<file path="src/rtl/light_phase_sequencer_pkg.sv">
// Shared traffic definitions: mode codes, phase states, lamp patterns.
// Lamp triples are ordered {red,yellow,green}.
package traffic_pkg;

  localparam logic [1:0] MODE_DAY   = 2'b00;
  localparam logic [1:0] MODE_NIGHT = 2'b01;
  localparam logic [1:0] MODE_PED   = 2'b10;
  localparam logic [1:0] MODE_EMG   = 2'b11;

  localparam logic [2:0] LAMP_R   = 3'b100;
  localparam logic [2:0] LAMP_Y   = 3'b010;
  localparam logic [2:0] LAMP_G   = 3'b001;
  localparam logic [2:0] LAMP_OFF = 3'b000;

  typedef enum logic [3:0] {
    ST_ALLRED      = 4'd0,
    ST_NS_GREEN    = 4'd1,
    ST_NS_YELLOW   = 4'd2,
    ST_EW_GREEN    = 4'd3,
    ST_EW_YELLOW   = 4'd4,
    ST_WALK        = 4'd5,
    ST_NIGHT_FLASH = 4'd6,
    ST_EMG_HOLD    = 4'd7
  } state_t;

  typedef struct packed {
    logic [2:0] ns;
    logic [2:0] ew;
    logic       walk;
  } lamps_t;

  function automatic lamps_t lamp_decode(
    input state_t s,
    input logic   flash
  );
    lamps_t l;
    l = '{ns: LAMP_R, ew: LAMP_R, walk: 1'b0};
    unique case (s)
      ST_NS_GREEN:    l.ns = LAMP_G;
      ST_NS_YELLOW:   l.ns = LAMP_Y;
      ST_EW_GREEN:    l.ew = LAMP_G;
      ST_EW_YELLOW:   l.ew = LAMP_Y;
      ST_WALK:        l.walk = 1'b1;
      ST_NIGHT_FLASH: begin
        l.ns = flash ? LAMP_Y : LAMP_OFF;
        l.ew = flash ? LAMP_R : LAMP_OFF;
      end
      default:        l = '{ns: LAMP_R, ew: LAMP_R, walk: 1'b0};
    endcase
    return l;
  endfunction

endpackage

</file>
<file path="src/rtl/light_phase_sequencer_phase_timer.sv">
// Loadable down-counter that times each phase.
// done pulses on the tick that consumes the final count.
module phase_timer #(
  parameter int CNT_W = 6
) (
  input  logic             clk,
  input  logic             load,
  input  logic [CNT_W-1:0] load_val,
  input  logic             tick,
  output logic             done
);

  logic [CNT_W-1:0] count;

  always_ff @(posedge clk) begin
    if (load)
      count <= load_val;
    else if (tick && count != '0)
      count <= count - 1'b1;
  end

  assign done = (count == '0) & tick;

endmodule

</file>
<file path="src/rtl/light_phase_sequencer.sv">
// Intersection phase sequencer: timed day cycle, night flash,
// pedestrian walk and emergency hold with all-red clearance.
module light_phase_sequencer
  import traffic_pkg::*;
#(
  parameter int GREEN_TICKS  = 30,
  parameter int YELLOW_TICKS = 4,
  parameter int ALLRED_TICKS = 2,
  parameter int WALK_TICKS   = 10,
  parameter int FLASH_TICKS  = 1,
  parameter int CNT_W        = 6
) (
  input  logic       clk,
  input  logic       rst,
  input  logic       tick,
  input  logic [1:0] mode,
  output logic [2:0] ns_light,
  output logic [2:0] ew_light,
  output logic       walk,
  output logic [3:0] phase
);

  state_t           state, state_nxt;
  logic             dir, dir_nxt;
  logic             flash, flash_nxt;
  logic             ped, ped_nxt;
  logic             reload;
  logic             load;
  logic [CNT_W-1:0] load_val;
  logic             done;
  lamps_t           lamps_nxt;

  function automatic logic [CNT_W-1:0] dur(input state_t s);
    logic [CNT_W-1:0] v;
    unique case (s)
      ST_NS_GREEN, ST_EW_GREEN:   v = CNT_W'(GREEN_TICKS - 1);
      ST_NS_YELLOW, ST_EW_YELLOW: v = CNT_W'(YELLOW_TICKS - 1);
      ST_WALK:                    v = CNT_W'(WALK_TICKS - 1);
      ST_NIGHT_FLASH:             v = CNT_W'(FLASH_TICKS - 1);
      ST_ALLRED:                  v = CNT_W'(ALLRED_TICKS - 1);
      default:                    v = '0;
    endcase
    return v;
  endfunction

  phase_timer #(
    .CNT_W(CNT_W)
  ) u_timer (
    .clk      (clk),
    .load     (load),
    .load_val (load_val),
    .tick     (tick),
    .done     (done)
  );

  always_comb begin
    state_nxt = state;
    dir_nxt   = dir;
    flash_nxt = flash;
    reload    = 1'b0;
    unique case (state)
      ST_NS_GREEN:
        if (mode == MODE_EMG || done) state_nxt = ST_NS_YELLOW;
      ST_NS_YELLOW:
        if (done) begin
          state_nxt = ST_ALLRED;
          dir_nxt   = 1'b1;
        end
      ST_EW_GREEN:
        if (mode == MODE_EMG || done) state_nxt = ST_EW_YELLOW;
      ST_EW_YELLOW:
        if (done) begin
          state_nxt = ST_ALLRED;
          dir_nxt   = 1'b0;
        end
      ST_ALLRED:
        if (done) begin
          if (mode == MODE_EMG)        state_nxt = ST_EMG_HOLD;
          else if (ped)                state_nxt = ST_WALK;
          else if (mode == MODE_NIGHT) state_nxt = ST_NIGHT_FLASH;
          else if (dir)                state_nxt = ST_EW_GREEN;
          else                         state_nxt = ST_NS_GREEN;
        end
      ST_WALK:
        if (mode == MODE_EMG || done) state_nxt = ST_ALLRED;
      ST_NIGHT_FLASH:
        if (mode != MODE_NIGHT) begin
          state_nxt = ST_ALLRED;
          dir_nxt   = 1'b0;
          flash_nxt = 1'b0;
        end else if (done) begin
          flash_nxt = ~flash;
          reload    = 1'b1;
        end
      ST_EMG_HOLD:
        if (mode != MODE_EMG) state_nxt = ST_ALLRED;
      default:
        state_nxt = ST_ALLRED;
    endcase

    // Entering WALK consumes the request even if one arrives this edge.
    ped_nxt = ped;
    if (state_nxt == ST_WALK && state != ST_WALK)
      ped_nxt = 1'b0;
    else if (mode == MODE_PED)
      ped_nxt = 1'b1;

    load      = !rst || (state_nxt != state) || reload;
    load_val  = !rst ? CNT_W'(ALLRED_TICKS - 1) : dur(state_nxt);
    lamps_nxt = lamp_decode(state_nxt, flash_nxt);
  end

  always_ff @(posedge clk) begin
    if (!rst) begin
      state    <= ST_ALLRED;
      dir      <= 1'b0;
      flash    <= 1'b0;
      ped      <= 1'b0;
      ns_light <= LAMP_R;
      ew_light <= LAMP_R;
      walk     <= 1'b0;
    end else begin
      state    <= state_nxt;
      dir      <= dir_nxt;
      flash    <= flash_nxt;
      ped      <= ped_nxt;
      ns_light <= lamps_nxt.ns;
      ew_light <= lamps_nxt.ew;
      walk     <= lamps_nxt.walk;
    end
  end

  assign phase = state;

endmodule

</file>
<file path="config.mk">
export PLATFORM = sky130hd
export DESIGN_NAME = light_phase_sequencer
export DESIGN_NICKNAME = d
export VERILOG_FILES = /design/src/rtl/light_phase_sequencer_pkg.sv /design/src/rtl/light_phase_sequencer_phase_timer.sv /design/src/rtl/light_phase_sequencer.sv
export SDC_FILE = /design/constraint.sdc
export NUM_CORES = 1
export LEC_CHECK = 0
export CAP_MARGIN = 40
export CORE_MARGIN = 1.5
export CORE_UTILIZATION = 50
export CTS_BUF_LIST = sky130_fd_sc_hd__clkbuf_8 sky130_fd_sc_hd__clkbuf_16
export DETAILED_ROUTE_END_ITERATION = 6
export GPL_ROUTABILITY_DRIVEN = 0
export PLACE_DENSITY = 0.81
export SLEW_MARGIN = 20
export SYNTH_ARGS = -nofsm -noshare
export SYNTH_HDL_FRONTEND = slang
export SYNTH_SLANG_ARGS = --single-unit
</file>
<file path="constraint.sdc">
create_clock -name clk -period 6.5 [get_ports clk]
set_clock_uncertainty 0.1 [all_clocks]
set_input_delay 0.65 -clock clk [delete_from_list [all_inputs] [get_ports clk]]
set_output_delay 0.65 -clock clk [all_outputs]
set_load 0.02 [all_outputs]
</file>
==> flow_summary.ini <==
[place]
dp_hpwl_um = 2140
preCtsSetupSlack_ns = 3.17
port_buffers = 15

[clocking]
cts-root-buf = clkbuf_8
numCtsBuffers = 3
cts_hold_buf = 0
insertion_delay_ns = 0.26
cts_tree = yes
clock_sinks = 20
postCtsSetupRepairBufs = 0
cts.clk_slew.worst_paths_ns = 0.07
cts_resized = 0
htreeDepth = 1
clk_path_buf_depth = 2

[drt]
first_pass_iters = 4
vias = 1107
ant_nets = 0
dr.first_iter.drc_count = 51
route.detailed.drc = 0
finalWirelength_um = 2880
wl_per_cell_um = 15.5
via_per_inst = 5.95

[worst_setup_path]
cp_max_fo = 11
crit_slowest_cell = clkdlybuf4s50_1
cp.required_ns = 6.35
end_kind = flip-flop
critPathKind = input port to flip-flop
crit_top_cell = nand2_1
crit_path_start_kind = input port
crit_arrival_ns = 2.94
crit_chain = clkdlybuf4s50_1, and4bb_1, nand2_1, a221o_1, nor2b_1, o2111a_2, and2_1, nand2_1
max_stage_delay_ns = 0.47

[cells_and_area]
area_growth_pct = 15.9
antenna_cells = 0
drive_gt1_share_pct = 5.70
finish.utilization_pct = 62.6
final_nets = 166

[outcome]
outcome = finished, final reports clean

[global_routing]
track_usage_pct = 25.4
grt_max_degree = 18
grt_antenna_before_repair = 0
grt_pass1_vias = 1058
grt_overflow = 0
grt_pass1_wl_um = 4970

[yosys]
synth_ff_type = dfxtp_1
seq_area_frac_synth_pct = 37.8
ys_ff_latch = 20
async_flop_share_pct = 0
syn-num-nets = 153
avgSynthCellArea_um2 = 8.34
yosys_warnings = 0
synth.distinct_cells = 45
synth_area_mm2 = 0.00122
netlist_instances = 146
synth_edf_count = 6

[die]
ioPinCount = 16
fp-row-count = 17
start_util_pct = 54.0
die_h_um = 52.3
dieWidth_um = 52.3
core_area_mm2 = 0.00225
die-area_mm2 = 0.00274

[sta]
rsz0062_at_grt = false
fin_ws_ns = 3.41
relSlewSlack_pct = 61.8
slew_violations = 0
fin_crit_ns = 3.09
fmax_ghz = 0.323
min_period_over_period_pct = 47.6
worstMarginPinSlew_ns = 0.570
final-setup-viol-count = 0
setup_tns_ns = 0
hold_viol_final = 0

[hold_path]
hp-class = flip-flop to flip-flop

[pwr]
total_power_uw = 266
power_density_mw_per_mm2 = 188
peakVddDrop_v = 0.000157
p_leak_uw = 0.000516

[run]
maxCapViolations = 0
## flip-flops by register name, summed over array words and instances (netlist names)
| name | flops |
|---|---|
| ped | 1 |
| ns_light | 3 |
| u_timer.count | 6 |
| dir | 1 |
| walk | 1 |
| flash | 1 |
| ew_light | 3 |
| phase | 4 |
## worst max-delay path, delay by kind of cell
kind,cells,cell delay [ns]
compound gates,2,0.71
buf+inv,1,0.47
simple gates,5,1.11
## cell families (layout without fill, tap and decap cells)
logic type	after synthesis	count (layout)	share of synthesized area, %
XOR/XNOR	5	5	3.60
adder cells (fa/ha/maj)	2	2	2.06
AO/OA/AOI/OAI	38	38	21.7
buffers and inverters	12	24	4.52
flip-flops	20	20	37.8
AND/OR/NAND/NOR	65	65	27.5
other	1	1	0.308
multiplexers	3	3	2.47
## cell usage after synthesis (4+ instances only)
| library cell | number | share of area, % |
|---|---|---|
| nor2b_1 | 4 | 2.1 |
| dfxtp_1 | 14 | 23 |
| nor2_1 | 15 | 4.6 |
| a21oi_1 | 6 | 2.5 |
| clkbuf_1 | 4 | 1.2 |
| edfxtp_1 | 6 | 15 |
| nand2_1 | 13 | 4.0 |
| nand3_1 | 4 | 1.6 |
| o21ai_0 | 10 | 4.1 |
| and3_1 | 4 | 2.1 |
| and2_1 | 6 | 3.1 |
| nor3_1 | 7 | 2.9 |
## path summary, 6_finish.rpt
| check | slack (ns) | cells after the start | from | endpoint |
|---|---|---|---|---|
| max | 3.41 | 8 | tick | u_timer.count[5]$_SDFFCE_PN0P_ |
| min | 0.43 | 2 | dir$_SDFFE_PN0P_ | dir$_SDFFE_PN0P_ |
| max reg2reg | 3.52 | 9 | u_timer.count[0]$_DFFE_PP_ | u_timer.count[5]$_SDFFCE_PN0P_ |
| min reg2reg | 0.43 | 2 | dir$_SDFFE_PN0P_ | dir$_SDFFE_PN0P_ |
## through the flow
step / hold WS [ns] / std cells / instance area [um^2]
after global placement: 0.410 / 182 / 1370
after CTS: 0.436 / 186 / 1410
after global routing: 0.477 / 186 / 1410
final: 0.435 / 186 / 1410
after floorplan: 0.391 / 146 / 1220
after detailed placement: 0.423 / 182 / 1370
## final cells by class
class / count / area [um^2]
Sequential cell: 20 / 460
Tap cell: 28 / 35.0
Clock inverter: 1 / 3.75
Inverter: 5 / 18.8
Multi-Input combinational cell: 114 / 702
Timing Repair Buffer: 15 / 150
Fill cell: 211 / 843
Clock buffer: 3 / 41.3
## placed cells by master, fill, tap and decap left out, types with 4 or more instances in the layout
| cell | n |
|---|---|
| nor3_1 | 7 |
| o21ai_0 | 10 |
| dfxtp_1 | 14 |
| clkdlybuf4s50_1 | 15 |
| edfxtp_1 | 6 |
| and2_1 | 6 |
| a21oi_1 | 6 |
| nor2b_1 | 4 |
| nand3_1 | 4 |
| and3_1 | 4 |
| nor2_1 | 15 |
| nand2_1 | 13 |
## report_power, final
group          total (uW)  internal, uW  switching [uW]
registers             141           135            5.86
logic                42.6          17.8            24.8
clock network        82.5          42.1            40.4
## per-layer routing
metal	vias to the layer above	track usage (%)	share of wire, %
li1	547	-	-
met1	504	34.0	44
met2	47	40.8	47
met3	9	4.57	6.6
met4	0	8.97	1.8
met5	-	0	0
No activity file was read; power rests on OpenSTA's default activity.
